===== src/rtl/wisard_pkg.sv =====
// Shared types and elaboration-time helpers for the WiSARD streaming core.
package wisard_pkg;

  typedef enum logic [2:0] {
    ST_IDLE,
    ST_ACCUM,
    ST_FLUSH,
    ST_ARGMAX,
    ST_RESULT
  } state_e;

  function automatic int unsigned clog2(input int unsigned n);
    int unsigned r;
    r = 0;
    while ((64'd1 << r) < 64'(n)) r++;
    return r;
  endfunction

  function automatic int unsigned beats(input int unsigned aw, input int unsigned iw);
    return aw / iw;
  endfunction

  // Wide enough to hold a count of 0..n_rams without wrapping.
  function automatic int unsigned score_width(input int unsigned n_rams);
    return clog2(n_rams + 1);
  endfunction

  // Counter width for 0..n-1, never narrower than one bit.
  function automatic int unsigned cnt_width(input int unsigned n);
    return (n > 1) ? clog2(n) : 1;
  endfunction

endpackage


===== src/rtl/wisard_argmax_seq.sv =====
// Sequential argmax: scans one class per cycle in ascending order, tracking
// best and second-best scores. Strict '>' keeps the lowest index on ties.
// result outputs are valid in the done_o cycle and include that cycle's compare.
module wisard_argmax_seq #(
  parameter int unsigned N_CLASSES   = 10,
  parameter int unsigned CLASS_WIDTH = 4,
  parameter int unsigned SCORE_WIDTH = 5
) (
  input  logic                   clk,
  input  logic                   rst_n,
  input  logic                   start_i,
  input  logic [SCORE_WIDTH-1:0] scores_i [N_CLASSES],
  output logic                   done_o,
  output logic [CLASS_WIDTH-1:0] class_o,
  output logic [SCORE_WIDTH-1:0] score_o,
  output logic [SCORE_WIDTH-1:0] margin_o
);

  logic                   busy_q;
  logic [CLASS_WIDTH-1:0] idx_q;
  logic [CLASS_WIDTH-1:0] cls_q, cls_d;
  logic [SCORE_WIDTH-1:0] best_q, best_d;
  logic [SCORE_WIDTH-1:0] second_q, second_d;
  logic [SCORE_WIDTH-1:0] cur;

  assign cur      = scores_i[idx_q];
  assign done_o   = busy_q && (idx_q == CLASS_WIDTH'(N_CLASSES - 1));
  assign class_o  = cls_d;
  assign score_o  = best_d;
  assign margin_o = best_d - second_d;

  // Compare the current class against the running best / second-best.
  always_comb begin
    cls_d    = cls_q;
    best_d   = best_q;
    second_d = second_q;
    if (idx_q == '0) begin
      cls_d    = '0;
      best_d   = cur;
      second_d = '0;
    end else if (cur > best_q) begin
      cls_d    = idx_q;
      best_d   = cur;
      second_d = best_q;
    end else if (cur > second_q) begin
      second_d = cur;
    end
  end

  // Scan control and running-result registers.
  always_ff @(posedge clk or negedge rst_n) begin
    if (!rst_n) begin
      busy_q   <= 1'b0;
      idx_q    <= '0;
      cls_q    <= '0;
      best_q   <= '0;
      second_q <= '0;
    end else if (start_i) begin
      busy_q <= 1'b1;
      idx_q  <= '0;
    end else if (busy_q) begin
      cls_q    <= cls_d;
      best_q   <= best_d;
      second_q <= second_d;
      if (done_o) begin
        busy_q <= 1'b0;
        idx_q  <= '0;
      end else begin
        idx_q <= idx_q + CLASS_WIDTH'(1);
      end
    end
  end

endmodule


===== src/rtl/wisard_stream_core.sv =====
// WiSARD streaming inference core: reassembles LUT addresses from a beat
// stream, accumulates per-class hits, then runs a sequential argmax and
// presents class / score / margin under valid/ready.
module wisard_stream_core
  import wisard_pkg::*;
#(
  parameter int unsigned ADDRESS_WIDTH = 8,
  parameter int unsigned IN_WIDTH      = 1,
  parameter int unsigned N_RAMS        = 16,
  parameter int unsigned INDEX_WIDTH   = 4,
  parameter int unsigned N_CLASSES     = 10,
  parameter int unsigned CLASS_WIDTH   = 4,
  localparam int unsigned SCORE_WIDTH  = score_width(N_RAMS)
) (
  input  logic                     clk,
  input  logic                     rst_n,
  input  logic                     sink_valid,
  output logic                     sink_ready,
  input  logic                     sink_sop,
  input  logic [IN_WIDTH-1:0]      sink_data,
  output logic [ADDRESS_WIDTH-1:0] lut_addr,
  output logic [INDEX_WIDTH-1:0]   lut_index,
  input  logic [N_CLASSES-1:0]     lut_hit,
  output logic                     source_valid,
  input  logic                     source_ready,
  output logic [CLASS_WIDTH-1:0]   source_class,
  output logic [SCORE_WIDTH-1:0]   source_score,
  output logic [SCORE_WIDTH-1:0]   source_margin,
  output logic                     source_err
);

  localparam int unsigned BEATS = beats(ADDRESS_WIDTH, IN_WIDTH);
  localparam int unsigned BW    = cnt_width(BEATS);
  localparam int unsigned RW    = cnt_width(N_RAMS);

  state_e                   state_q, state_d;
  logic [BW-1:0]            beat_q, eff_beat;
  logic [RW-1:0]            ram_q, eff_ram;
  logic [ADDRESS_WIDTH-1:0] asm_q, asm_next, lut_addr_q;
  logic [INDEX_WIDTH-1:0]   lut_index_q;
  logic                     addr_vld_q;
  logic [SCORE_WIDTH-1:0]   score_q [N_CLASSES];
  logic                     err_q, err_pending_q;
  logic [CLASS_WIDTH-1:0]   res_class_q;
  logic [SCORE_WIDTH-1:0]   res_score_q, res_margin_q;
  logic                     res_err_q;

  logic                     beat_fire, sop_fire, accept, addr_done, last_beat;
  logic                     scan_start, scan_done;
  logic [CLASS_WIDTH-1:0]   scan_class;
  logic [SCORE_WIDTH-1:0]   scan_score, scan_margin;

  assign sink_ready = (state_q == ST_IDLE) || (state_q == ST_ACCUM);
  assign beat_fire  = sink_valid && sink_ready;
  assign sop_fire   = beat_fire && sink_sop;
  assign accept     = sop_fire || (beat_fire && (state_q == ST_ACCUM));
  // A sop beat always counts as beat 0 of address 0, even mid-sample.
  assign eff_beat   = sop_fire ? '0 : beat_q;
  assign eff_ram    = sop_fire ? '0 : ram_q;
  assign addr_done  = accept && (eff_beat == BW'(BEATS - 1));
  assign last_beat  = addr_done && (eff_ram == RW'(N_RAMS - 1));

  // First beat ends up in the LSBs: each new beat enters at the top.
  if (BEATS == 1) begin : g_asm_single
    assign asm_next = sink_data;
  end else begin : g_asm_shift
    assign asm_next = {sink_data, asm_q[ADDRESS_WIDTH-1:IN_WIDTH]};
  end

  assign lut_addr      = lut_addr_q;
  assign lut_index     = lut_index_q;
  assign source_valid  = (state_q == ST_RESULT);
  assign source_class  = res_class_q;
  assign source_score  = res_score_q;
  assign source_margin = res_margin_q;
  assign source_err    = res_err_q;

  // FSM state register.
  always_ff @(posedge clk or negedge rst_n) begin
    if (!rst_n) state_q <= ST_IDLE;
    else        state_q <= state_d;
  end

  // FSM next-state and scan start.
  always_comb begin
    state_d    = state_q;
    scan_start = 1'b0;
    unique case (state_q)
      ST_IDLE:   if (sop_fire) state_d = last_beat ? ST_FLUSH : ST_ACCUM;
      ST_ACCUM:  if (last_beat) state_d = ST_FLUSH;
      ST_FLUSH: begin
        scan_start = 1'b1;
        state_d    = ST_ARGMAX;
      end
      ST_ARGMAX: if (scan_done) state_d = ST_RESULT;
      ST_RESULT: if (source_ready) state_d = ST_IDLE;
      default:   state_d = ST_IDLE;
    endcase
  end

  // Beat assembler, beat/RAM counters and registered LUT address.
  always_ff @(posedge clk or negedge rst_n) begin
    if (!rst_n) begin
      asm_q       <= '0;
      beat_q      <= '0;
      ram_q       <= '0;
      lut_addr_q  <= '0;
      lut_index_q <= '0;
      addr_vld_q  <= 1'b0;
    end else begin
      addr_vld_q <= addr_done;
      if (accept) begin
        asm_q  <= asm_next;
        beat_q <= addr_done ? '0 : eff_beat + BW'(1);
      end
      if (addr_done) begin
        lut_addr_q  <= asm_next;
        lut_index_q <= INDEX_WIDTH'(eff_ram);
        ram_q       <= last_beat ? '0 : eff_ram + RW'(1);
      end else if (sop_fire) begin
        ram_q       <= '0;
        lut_index_q <= '0;
      end
    end
  end

  // Per-class score accumulation; a sop clears scores ahead of any pending hit.
  always_ff @(posedge clk or negedge rst_n) begin
    if (!rst_n) begin
      for (int unsigned c = 0; c < N_CLASSES; c++) score_q[c] <= '0;
    end else if (sop_fire) begin
      for (int unsigned c = 0; c < N_CLASSES; c++) score_q[c] <= '0;
    end else if (addr_vld_q) begin
      for (int unsigned c = 0; c < N_CLASSES; c++)
        score_q[c] <= score_q[c] + SCORE_WIDTH'(lut_hit[c]);
    end
  end

  // Protocol error tracking: stray beats in IDLE flag the next sample,
  // a restart mid-sample flags the restarted one.
  always_ff @(posedge clk or negedge rst_n) begin
    if (!rst_n) begin
      err_q         <= 1'b0;
      err_pending_q <= 1'b0;
    end else if (sop_fire) begin
      err_q         <= (state_q == ST_ACCUM) || err_pending_q;
      err_pending_q <= 1'b0;
    end else if (beat_fire && (state_q == ST_IDLE)) begin
      err_pending_q <= 1'b1;
    end
  end

  // Result register, loaded on the final argmax compare.
  always_ff @(posedge clk or negedge rst_n) begin
    if (!rst_n) begin
      res_class_q  <= '0;
      res_score_q  <= '0;
      res_margin_q <= '0;
      res_err_q    <= 1'b0;
    end else if (scan_done) begin
      res_class_q  <= scan_class;
      res_score_q  <= scan_score;
      res_margin_q <= scan_margin;
      res_err_q    <= err_q;
    end
  end

  wisard_argmax_seq #(
    .N_CLASSES  (N_CLASSES),
    .CLASS_WIDTH(CLASS_WIDTH),
    .SCORE_WIDTH(SCORE_WIDTH)
  ) u_argmax (
    .clk     (clk),
    .rst_n   (rst_n),
    .start_i (scan_start),
    .scores_i(score_q),
    .done_o  (scan_done),
    .class_o (scan_class),
    .score_o (scan_score),
    .margin_o(scan_margin)
  );

endmodule


===== config.mk =====
export PLATFORM = sky130hd
export DESIGN_NAME = wisard_stream_core
export DESIGN_NICKNAME = d
export VERILOG_FILES = /design/src/rtl/wisard_pkg.sv /design/src/rtl/wisard_argmax_seq.sv /design/src/rtl/wisard_stream_core.sv
export SDC_FILE = /design/constraint.sdc
export NUM_CORES = 1
export LEC_CHECK = 0
export ABC_CLOCK_PERIOD_IN_PS = 5000
export CORE_MARGIN = 5
export CORE_UTILIZATION = 59
export CTS_CLUSTER_DIAMETER = 120
export CTS_CLUSTER_SIZE = 14
export DETAILED_ROUTE_END_ITERATION = 10
export HOLD_SLACK_MARGIN = 0.05
export PLACE_DENSITY = 0.8
export REMOVE_ABC_BUFFERS = 1
export SYNTH_ARGS = -nofsm -noshare
export SYNTH_HDL_FRONTEND = slang
export SYNTH_SLANG_ARGS = --single-unit
export TNS_END_PERCENT = 1

===== constraint.sdc =====
create_clock -name clk -period 5 [get_ports clk]
set_input_delay 0.75 -clock clk [delete_from_list [all_inputs] [get_ports clk]]
set_output_delay 0.75 -clock clk [all_outputs]
set_load 0.01 [all_outputs]

# --- Yosys cells after proc, flatten, opt, wreduce, memory -nomap -nowiden ---
# Index checks and enable logic that the tools add are counted.
totals:
  ff_bits: 117
  input_bits: 16
  output_inout_bits: 29
op_classes:
  n_addsub: 14
  bitwise_logic: 2
  eq_ne: 11
  reduce_logical: 18
  muxes: 34
  order_cmp: 3
ops:
  columns: ["op", "n"]
  rows:
  - ["50-bit 2-to-1 mux", 2]
  - ["5-bit by 1-bit adder with 5-bit output", 10]
  - ["4-bit 2-to-1 mux", 10]
  - ["5-bit 2-to-1 mux", 7]
  - ["5-bit binary-select mux with 4-bit select", 1]
  - ["3-bit 2-to-1 mux", 6]
  - ["3-bit case mux with 5 select lines", 1]
  - ["5-bit greater-than comparator", 2]
  - ["4-bit by 1-bit adder with 4-bit output (second input constant)", 2]
  - ["4-bit == test (second input constant)", 2]
  - ["2-bit nonzero test", 4]
  - ["1-bit logical AND", 7]
  - ["3-bit by 2-bit == test with 1-bit output (second input constant)", 2]
  - ["3-bit == test (second input constant)", 2]
  - ["1-bit 2-to-1 mux", 6]
  - ["2-bit != test (second input constant)", 3]
  - ["5-bit greater-or-equal comparator (second input constant)", 1]
  - ["4-bit inverter with 5-bit output", 1]
  - ["5-bit subtractor", 1]
  - ["4-bit logical NOT", 1]
  - ["4-bit AND reduction", 1]
  - ["3-bit by 1-bit adder with 3-bit output (second input constant)", 1]
  - ["3-bit by 1-bit == test with 1-bit output (second input constant)", 1]
  - ["3-bit logical NOT", 1]
  - ["other kinds (5)", 7]

# --- Longest topological paths before layout ---
logic_depth:
  ltp_word: 11
  ltp_mapped: 21

# --- Modules after synthesis ---
# Synthesis repeated with hierarchy kept, for this count alone.
unflattened:
  cells_unflattened: 600
  hier_area_um2: 6277.3
modules_own_cells:
  columns: ["mod", "area_per_inst_um2", "seq_area_each_um2", "n_inst", "cells_per_inst"]
  rows:
  - ["wisard_stream_core", 4321.6, 2427.3, 1, 395]
  - ["wisard_argmax_seq", 1955.6, 475.5, 1, 205]

# --- Least setup slack after synthesis ---
# OpenSTA, ideal clock, no wires.
synth_timing:
  kind: "register to register"
  from: "register u_argmax.idx_q[0]"
  to: "register res_margin_q[4], in the netlist source_margin[4]"
  t_arrival_ns: 3.954
  stages_incl_launch_ff: 20
  period_less_slack_ns: 4.049
  setup_ns: 0.095
  setup_slack_ns: 0.951
  cell_sequence: "dfrtp_1 -> buf_6 -> mux4_1 -> mux2i_1 -> o22ai_1 -> ha_1 -> a21oi_1 -> o221ai_1 -> o21ai_1 -> mux2_2 -> mux2i_1 -> nor2_1 -> ha_1 -> fa_1 -> inv_1 -> a21o_1 -> a21oi_1 -> o21a_1 -> o211a_1 -> o31ai_1"
synth_via:
  elab_chain_len: 9
  word_cells_on_any_way: 15
  classes_between: "add/sub (1); order compare (2); eq/ne (1); mux (8); bitwise (1); reduce/logical (2)"
synth_lines:
  columns: ["item", "line_no", "source"]
  rows:
  - ["from (decl)", "wisard_argmax_seq.sv:20", "logic [CLASS_WIDTH-1:0] idx_q;"]
  - ["from (signal assigned)", "wisard_argmax_seq.sv:69", "idx_q <= idx_q + CLASS_WIDTH'(1);"]
  - ["4-bit inverter with 5-bit output (implied by the code)", "wisard_argmax_seq.sv:26", "assign cur = scores_i[idx_q];"]
  - ["5-bit binary-select mux with 4-bit select", "wisard_argmax_seq.sv:26", null]
  - ["5-bit 2-to-1 mux (implied by the code) (2 in series)", "wisard_argmax_seq.sv:26", null]
  - ["5-bit greater-than comparator", "wisard_argmax_seq.sv:45", "end else if (cur > second_q) begin"]
  - ["5-bit 2-to-1 mux", "wisard_argmax_seq.sv:45", null]
  - ["5-bit 2-to-1 mux", "wisard_argmax_seq.sv:41", "end else if (cur > best_q) begin"]
  - ["5-bit 2-to-1 mux (*)", "wisard_argmax_seq.sv:37", "if (idx_q == '0) begin"]
  - ["net u_argmax.second_d[0]", "wisard_argmax_seq.sv:23", "logic [SCORE_WIDTH-1:0] second_q, second_d;"]
  - ["5-bit subtractor (*)", "wisard_argmax_seq.sv:30", "assign margin_o = best_d - second_d;"]
  - ["to (signal assigned)", "wisard_stream_core.sv:163", "res_margin_q <= scan_margin;"]
  - ["to (decl)", "wisard_stream_core.sv:45", "logic [SCORE_WIDTH-1:0] res_score_q, res_margin_q;"]
# Mark *: on every way through the listed nets, which the timed path passes. The rest lies on a longest branch. The select of a mux whose other input is x is not followed.
# A chain may end at the register's enable or synchronous reset.

# --- Worst setup path after layout ---
# Same ends and word-level chain as after synthesis.

==> metrics <==
Area growth syn-to-layout=17.8%; met3 routed wirelength=around 490 um; cell count after placement=763; port bufs=44; remaining global-route overflow=0; CP arrival=5.03 ns; HP Class=in -> async; IO Pins=45; core area=approximately 10000 um^2; pwr/cell area=approximately 340 nW/um^2; Clock Skews=between 0.015 and 0.02 ns; die footprint=between 10000 and 15000 um^2; Finished Layout Cells=795; crit-path max cell delay=0.63 ns; row cnt=37; CP startpoint kind=register; CP max stage cell=dfrtp_2; first-pass GRT wire length=around 22000 um; gpl congestion=0.871; ranking of synthesized cells by area=dfrtp_1, ha_1, mux2i_1, nand2_1, xor2_1; wire per inst=16.3 um; max cap viols=0; TritonCTS Sinks=116; Clk Latency, worst-skew pair=0.53 ns; # setup viols final=0; Die Y=about 110 um; hold_buf cts=0; Post-DRT Antenna Nets=0; Die X=between 100 and 150 um; drc violations=0; VDD IR-drop max=approximately 0.28 mV; Longest Clk Path Bufs=2; sequential share of the synthesized area=0.468; largest net degree at the start of global routing=65; root buf cell=clkbuf_8; R2R setup slack=just under 0.4 ns; Num CTS Buffers=17; synth cell count leaders=dfrtp_1, nand2_1, nor2_1; fin. max-slew vios=0; EDFF count, synth=0; worst setup path category=reg -> reg; CP Data Required Time=between 5 and 6 ns; Fill cells=737; Syn Area/Cell=10.2 um^2; async set-or-reset flop fraction in the synthesized netlist=1.00; 1st-iter DRT viols=412; Gate Count Post-Synth=between 600 and 700; Yosys warning total=0; fmax=between 200 and 250 MHz; post-synth top area cell=dfrtp_1; synthesized flop and latch total=116; Final min period=4.61 ns; Leakage=roughly 3.4 nW; RSZ-0062 raised after global routing=no; top-area cell type share of the netlist area=0.468; Clock Pin Slew Worst Setup and Hold Paths=roughly 0.06 ns; highest metal used=met4; wl on met1=roughly 5600 um; layout cell share with drive strength beyond 1=0.105; H-tree depth=4; slew at the pin closest to its max-slew limit=1.13 ns; initial antenna violation count=0; Cell Chain, Critical Path=mux4_1 -> mux2i_1 -> o22ai_1 -> ha_1 -> nand4_1 -> o21ai_1 -> mux2_2 -> mux2i_1 -> nor2_1 -> ha_1 -> fa_1 -> inv_1 -> a21o_1 -> a21oi_1 -> o21a_1 -> o211a_1 -> o31ai_1; wire length on met2=~6500 um; vias in the first global route=~4800; Final HPWL DP=8580 um; CTS tree=built; post-CTS sizing=0; count leader, synth=dfrtp_1; Most used DFF post-synth=dfrtp_1; Slew HR=0.239; via-per-instance ratio=5.74; Cell variety after synth=51; final worst-path cycle share=0.921; crit end category=register; Fin. Hold Viols=0; Vias=approximately 4600; Initial Util=0.603; nets=approximately 700; CP Max Fanout=15; setup TNS=0 ns; DR pass1 iterations=4; setup bufs post-CTS=0; cell area after synthesis=approximately 6200 um^2; DRT Wirelength=between 10000 and 15000 um; # diodes=0; gr usage total=0.218; status=complete, no violations
[layer usage]
layer	vias to the layer above	global-route usage
met1	2264	0.269
li1	2182	-
met2	84	0.362
met3	32	0.0582
met5	-	0
met4	0	0.0954
[path summary, 6_finish.rpt]
| check | start | endpoint | depth (start not counted) |
|---|---|---|---|
| min reg2reg | err_q | source_err | 2 |
| max in group asynchronous | rst_n | u_argmax.idx_q[0] | 2 |
| min in group clk | err_q | source_err | 2 |
| max | u_argmax.idx_q[0] | source_margin[4] | 17 |
| max reg2reg | u_argmax.idx_q[0] | source_margin[4] | 17 |
| min | rst_n | u_argmax.best_q[0] | 1 |
[where the power goes]
group / switching, W / internal, W
sequential: 0.0000422 / 0.000998
clock: 0.000483 / 0.000738
combinational: 0.000108 / 0.000113
[kinds of logic (layout without fill, tap and decap cells)]
kind of cell             after synthesis  after routing  share of synthesized area
flip-flops                           116            116                      0.468
AO/OA/AOI/OAI                         80             80                     0.0775
buffers and inverters                 56            107                     0.0391
AND/OR/NAND/NOR                      221            221                      0.161
adder cells (fa/ha/maj)               42             42                     0.0859
XOR/XNOR                              33             33                     0.0466
multiplexers                          60             60                      0.122
[layout make-up]
type                    count  area [um^2]  share of cell area
clock inverters            14          169              0.0231
repair buffers             48          468              0.0641
clock buffers              18          428              0.0586
multi-input cells         436         3060               0.419
flip-flops and latches    116         2910               0.398
well taps                 136          170              0.0233
inverters                  27          101              0.0139
[layout by cell type (no fill, tap or decap), types with 14 or more instances in the layout]
master	n
xor2_1	32
mux2i_1	37
nor2_1	68
nand4_1	22
o21ai_0	34
mux2_2	14
nand2_1	91
dfrtp_1	113
ha_1	41
clkbuf_16	16
clkdlybuf4s50_1	43
a21oi_1	19
inv_1	27
[sequential cells by signal, indices dropped and copies added, names as in the netlist, 5 cells and up]
signal             cells
lut_addr               8
score_q               50
u_argmax.second_q      5
source_margin          5
u_argmax.best_q        5
asm_q                  7
source_score           5
[worst max-delay path: cells and delay by family (launching register included)]
| family | cells | cell delay (ns) |
|---|---|---|
| AO/OA/AOI/OAI | 7 | 1.31 |
| adder cells (fa/ha/maj) | 3 | 0.98 |
| buffers and inverters | 1 | 0.07 |
| flip-flops | 1 | 0.63 |
| multiplexers | 4 | 1.33 |
| AND/OR/NAND/NOR | 2 | 0.18 |
[metrics by stage]
step	hold slack, ns	total power, W	utilization	instance area, um^2	worst slack (ns)
after floorplan	0.435	0.00116	-	6060	0.595
after global placement	0.453	0.00127	0.652	6700	0.403
after detailed placement	0.462	0.00128	0.652	6700	0.230
after CTS	0.335	0.00250	0.710	7300	0.160
after global routing	0.372	0.00258	0.711	7300	0.0561
final	0.314	0.00248	0.711	7300	0.394
No activity file was read; power rests on OpenSTA's default activity.
==> RTL edit 1: new RTL, same flow settings <==
`INDEX_WIDTH`: 4 -> 5.
--- a/src/rtl/wisard_stream_core.sv
+++ b/src/rtl/wisard_stream_core.sv
@@ -8,5 +8,5 @@
   parameter int unsigned IN_WIDTH      = 1,
   parameter int unsigned N_RAMS        = 16,
-  parameter int unsigned INDEX_WIDTH   = 4,
+  parameter int unsigned INDEX_WIDTH   = 5,
   parameter int unsigned N_CLASSES     = 10,
   parameter int unsigned CLASS_WIDTH   = 4,
Ports: changed (resized lut_index); port bits go from 45 to 46. The function was not compared with the original's and may differ.
==> RTL edit 1 against the unedited design <==
Power fell by 2.4%. Via count down 0.88%. Final area shrank 0.19%. Sequential share of layout area rose by 0.075 points. Synthesized area is 0.20% higher. Sequential cell count unchanged. Setup slack got worse by 0.034 ns. Count of clock-buffer cells in the layout grew 2. First-iteration DRC count fell by 40%. Clock skew is 0.0089 ns lower. Synthesized cell count rose by 0.33%. Wire length grew 0.46%. Utilization fell by 0.13 points. Critical path type unchanged. Critical endpoint unchanged.
==> RTL edit 1: results (changes against the unedited design) <==
- The flow ran to the end, and the final reports show no timing, DRC or antenna violations.
- The global-route usage over all layers is 21.8% (about the same).
- The number of violations reported at the end of detailed-routing iteration 0 came to 249 (-40%).
- The wire length of the first global-routing pass was 22.3 mm (-0.55%).
- The share of final-layout standard cells stronger than drive strength 1 came to 10.6% (+0.14 points).
- The arrival time of the worst setup path is 5.06 ns (+0.03 ns).
- The clock insertion delay at the later pin of the skew report is roughly 0.52 ns.
- The instance area at placement is 6710 um2 (+0.11%).
- The filler-free cell count of the finished design was 796 (+0.13%).
- The routed wire length is 13.0 mm (+0.46%).
- The max-slew headroom at the worst pin was 24.8% (+0.90 points).
- The number of vias per cell after detailed routing is 5.68 (-1.0%).
- The half-perimeter wire length after detailed placement is 8.73 mm (+1.8%).
- The met3 usage in global routing is 4.74% (-1.1 points).
- The post-route clock skew was 0.00673 ns (-0.00891 ns).
- The number of distinct library cells after synthesis is 53 (+3.9%).
- Yosys attributes the largest share of cell area to sky130_fd_sc_hd__dfrtp_1, sky130_fd_sc_hd__ha_1, sky130_fd_sc_hd__mux2i_1, sky130_fd_sc_hd__nand2_1, sky130_fd_sc_hd__xor2_1.
- The number of nets in the final layout is 705 (+0.14%).
- The largest register by flop count is score_q.
- The sequential fraction of the synthesis area is 46.7% (-0.094 points).
- The fraction of power spent switching nets is 25.0% (-0.50 points).
- The total leakage power is 0.00343 uW (about the same).
- The number of placed instances, taps included is 764 (+0.13%).
- The global-route met1 utilization is 27.9% (+1.1 points).
- The gate count after technology mapping is 610 (+0.33%).
- The weighted congestion reported at the end of routability-driven placement is 0.887 (+1.9%).
- The iteration count of the initial detailed-routing pass is 5 (+1).
- The worst IR drop on VDD came to 247 uV (-12%).
- The post-place setup slack came to 0.237 ns (+0.00755 ns).
- The met2 layer usage reported by global route is 36.3% (+0.14 points).
- The slowest stage cell on the critical path is sky130_fd_sc_hd__dfrtp_2.
==> RTL edit 1: layout make-up <==
class | count | area [um2]
repair buffers | 48 | 468
clock buffers | 20 | 455
flip-flops and latches | 116 | 2910
fillers | 761 | 2990
well taps | 136 | 170
multi-input cells | 437 | 3070
clock inverters | 12 | 120
inverters | 27 | 101
==> RTL edit 1: layer usage <==
layer | up-vias | share of wire, % | routed length, um
li1 | 2176 | - | -
met1 | 2216 | 43 | 5530
met2 | 105 | 51 | 6670
met3 | 25 | 4.2 | 539
met4 | 0 | 1.8 | 239
met5 | - | 0 | 0
==> RTL edit 1: final timing paths <==
kind	from	endpoint	slack [ns]	cells past startpoint
max in group asynchronous	rst_n	u_argmax.idx_q[1]	3.51	2
worst min register to register	source_class[2]	source_class[2]	0.48	2
worst min-delay path	rst_n	score_q[33]	0.31	1
worst max register to register	u_argmax.idx_q[0]	source_margin[4]	0.36	17
worst max-delay path	u_argmax.idx_q[0]	source_margin[4]	0.36	17
min in group clk	source_class[2]	source_class[2]	0.48	2
==> RTL edit 1: logic make-up after synthesis <==
| family | Yosys count | synth area share, % |
|---|---|---|
| multiplexers | 60 | 12.2 |
| buffers and inverters | 57 | 3.99 |
| AO/OA/AOI/OAI | 80 | 7.79 |
| AND/OR/NAND/NOR | 221 | 16.0 |
| adder cells (fa/ha/maj) | 42 | 8.58 |
| flip-flops | 116 | 46.7 |
| other | 1 | 0.0603 |
| XOR/XNOR | 33 | 4.65 |
==> RTL edit 1: power groups by stage <==
stage	logic [uW]	registers (uW)	clock network, uW
floorplan	98.2	1060	0
global placement	214	1050	0
detailed placement	224	1060	0
CTS	227	1040	1170
global route	252	1050	1220
finish	222	1040	1160
==> RTL edit 1: repair_timing <==
action	CTS	global route
setup endpoints to repair	0	1
setup buffers	0	0
resized for setup	0	3
==> RTL edit 2: new RTL, same flow settings <==
Without the edit above. Reset style: synchronous (`rst_n`), changed in 6 clocked blocks.
--- a/src/rtl/wisard_argmax_seq.sv
+++ b/src/rtl/wisard_argmax_seq.sv
@@ -49,5 +49,5 @@
 
   // Scan control and running-result registers.
-  always_ff @(posedge clk or negedge rst_n) begin
+  always_ff @(posedge clk) begin
     if (!rst_n) begin
       busy_q   <= 1'b0;
--- a/src/rtl/wisard_stream_core.sv
+++ b/src/rtl/wisard_stream_core.sv
@@ -77,5 +77,5 @@
 
   // FSM state register.
-  always_ff @(posedge clk or negedge rst_n) begin
+  always_ff @(posedge clk) begin
     if (!rst_n) state_q <= ST_IDLE;
     else        state_q <= state_d;
@@ -100,5 +100,5 @@
 
   // Beat assembler, beat/RAM counters and registered LUT address.
-  always_ff @(posedge clk or negedge rst_n) begin
+  always_ff @(posedge clk) begin
     if (!rst_n) begin
       asm_q       <= '0;
@@ -126,5 +126,5 @@
 
   // Per-class score accumulation; a sop clears scores ahead of any pending hit.
-  always_ff @(posedge clk or negedge rst_n) begin
+  always_ff @(posedge clk) begin
     if (!rst_n) begin
       for (int unsigned c = 0; c < N_CLASSES; c++) score_q[c] <= '0;
@@ -139,5 +139,5 @@
   // Protocol error tracking: stray beats in IDLE flag the next sample,
   // a restart mid-sample flags the restarted one.
-  always_ff @(posedge clk or negedge rst_n) begin
+  always_ff @(posedge clk) begin
     if (!rst_n) begin
       err_q         <= 1'b0;
@@ -152,5 +152,5 @@
 
   // Result register, loaded on the final argmax compare.
-  always_ff @(posedge clk or negedge rst_n) begin
+  always_ff @(posedge clk) begin
     if (!rst_n) begin
       res_class_q  <= '0;
Check against the original RTL: differs if rst_n is asserted again (counterexample within 10 cycles, from zero or initial values and one cycle with rst_n low); with rst_n held inactive, the same outputs for 10 cycles.
==> RTL edit 2 against the unedited design <==
Synthesized cell count increased by 4.3%. Synthesized area decreased by 6.9%. Wire length decreased by 3.8%. Final area decreased by 5.8%. Setup slack improved by 0.092 ns. Sequential cell count unchanged. Hold slack improved by 0.14 ns. Die area decreased by 6.3%. Global-route usage increased by 1.5 points. Critical path type unchanged. Critical endpoint is now source_margin[4].
Power is not compared: it rests on default switching activity, and its combinational part moved more than twofold at a synthesized area within 25%.
==> RTL edit 2: results (changes against the unedited design) <==
- The filler-free cell count of the finished design came to 815 (+2.5%).
- On the critical path, the stage with the largest delay is an instance of sky130_fd_sc_hd__mux4_1.
- The worst-case reg-to-reg path depth is 18 (+1).
- The via count of the first global-routing pass came to 4625 (-3.0%).
- The routed length on met1 is 5.61 mm (+0.27%).
- The internal reg-to-reg setup slack is 0.49 ns (+0.09 ns).
- The number of violations reported at the end of detailed-routing iteration 0 is 197 (-52%).
- The instance area at placement is 6300 um2 (-6.0%).
- The complex-gate fraction of the synthesized area is 12.9% (+5.2 points).
- The mux cell area share after synthesis is 9.54% (-2.7 points).
- The pin count of the biggest net entering global routing came to 51 (-22%).
- After synthesis, the most frequently instantiated cells are sky130_fd_sc_hd__dfxtp_1, sky130_fd_sc_hd__nand2_1, sky130_fd_sc_hd__nor2_1.
- The xor and xnor area share after synthesis is 5.59% (+0.93 points).
- The tightest hold margin is 0.456 ns (+0.142 ns).
- The weighted congestion reported at the end of routability-driven placement came to 0.906 (+4.1%).
- The wire length of the first global-routing pass is 21.7 mm (-3.1%).
- The number of placed instances, taps included came to 784 (+2.8%).
- The global-route usage over all layers came to 23.2% (+1.5 points).
- The run finished with clean final reports.
- The async set-reset flop share out of synthesis came to 0% (-100 points).
- The routed wire length on met3 was 501 um (+3.1%).
- The number of distinct library cells after synthesis is 50 (-2.0%).
- The max-slew headroom at the worst pin is 23.1% (-0.87 points).
- The adder-cell area share of the yosys netlist is 9.23% (+0.64 points).
- The stage delay of the slowest cell on the critical path was 0.59 ns (-0.04 ns).
- The number of vias per cell after detailed routing is 5.62 (-2.0%).
- The met3 usage in global routing is 5.45% (-0.38 points).
- The cell class contributing the biggest share of worst-path delay is compound AO/OA/AOI/OAI gates.
- The sequential fraction of the synthesis area was 40.2% (-6.6 points).
- The path class of the tightest hold or removal check is reg2reg.
- The number of nets in the final layout is 728 (+3.4%).
- The iteration count of the initial detailed-routing pass came to 5 (+1).
- The final clock period utilization by the worst path is 90.3% (-1.8 points).
- The mean cell area of the mapped netlist is 9.10 um2 (-11%).
==> RTL edit 2: changes by cell type after synthesis, sizes merged, moves of 6 or more <==
cell	unedited run	this run
dfrtp	116	0
dfxtp	0	116
a21boi	1	31
o21ai	37	13
clkbuf	17	32
mux2i	37	22
nand2	91	105
inv	27	15
and2	2	13
buf	12	4
a21oi	20	27
o211a	1	8
a22oi	0	6
==> RTL edit 2: worst register-to-register path, stage by stage, from the launching register on <==
cell and delay [ns]:
sky130_fd_sc_hd__dfxtp_2 0.48, sky130_fd_sc_hd__mux4_1 0.60, sky130_fd_sc_hd__a221oi_1 0.31, sky130_fd_sc_hd__a21oi_1 0.15, sky130_fd_sc_hd__ha_1 0.38, sky130_fd_sc_hd__nand4_1 0.13, sky130_fd_sc_hd__o221ai_1 0.27, sky130_fd_sc_hd__and2_1 0.21
sky130_fd_sc_hd__nor2b_1 0.13, sky130_fd_sc_hd__buf_4 0.15, sky130_fd_sc_hd__a22o_1 0.17, sky130_fd_sc_hd__ha_1 0.15, sky130_fd_sc_hd__inv_1 0.06, sky130_fd_sc_hd__fa_1 0.40, sky130_fd_sc_hd__a21o_1 0.19, sky130_fd_sc_hd__a21oi_1 0.22
sky130_fd_sc_hd__xor2_2 0.16, sky130_fd_sc_hd__xnor2_1 0.12, sky130_fd_sc_hd__a21oi_1 0.08
==> RTL edit 2: cell type report <==
cell class	instances	area (um2)
well taps	133	166
fillers	742	2760
clock buffers	22	453
inverters	16	60.1
repair buffers	53	508
clock inverters	9	129
multi-input cells	466	3240
flip-flops and latches	116	2320
==> RTL edit 2: repair_timing <==
action | CTS | global route
setup buffers | 0 | 0
endpoints found under the setup margin | 0 | 1
resized for setup | 0 | 1
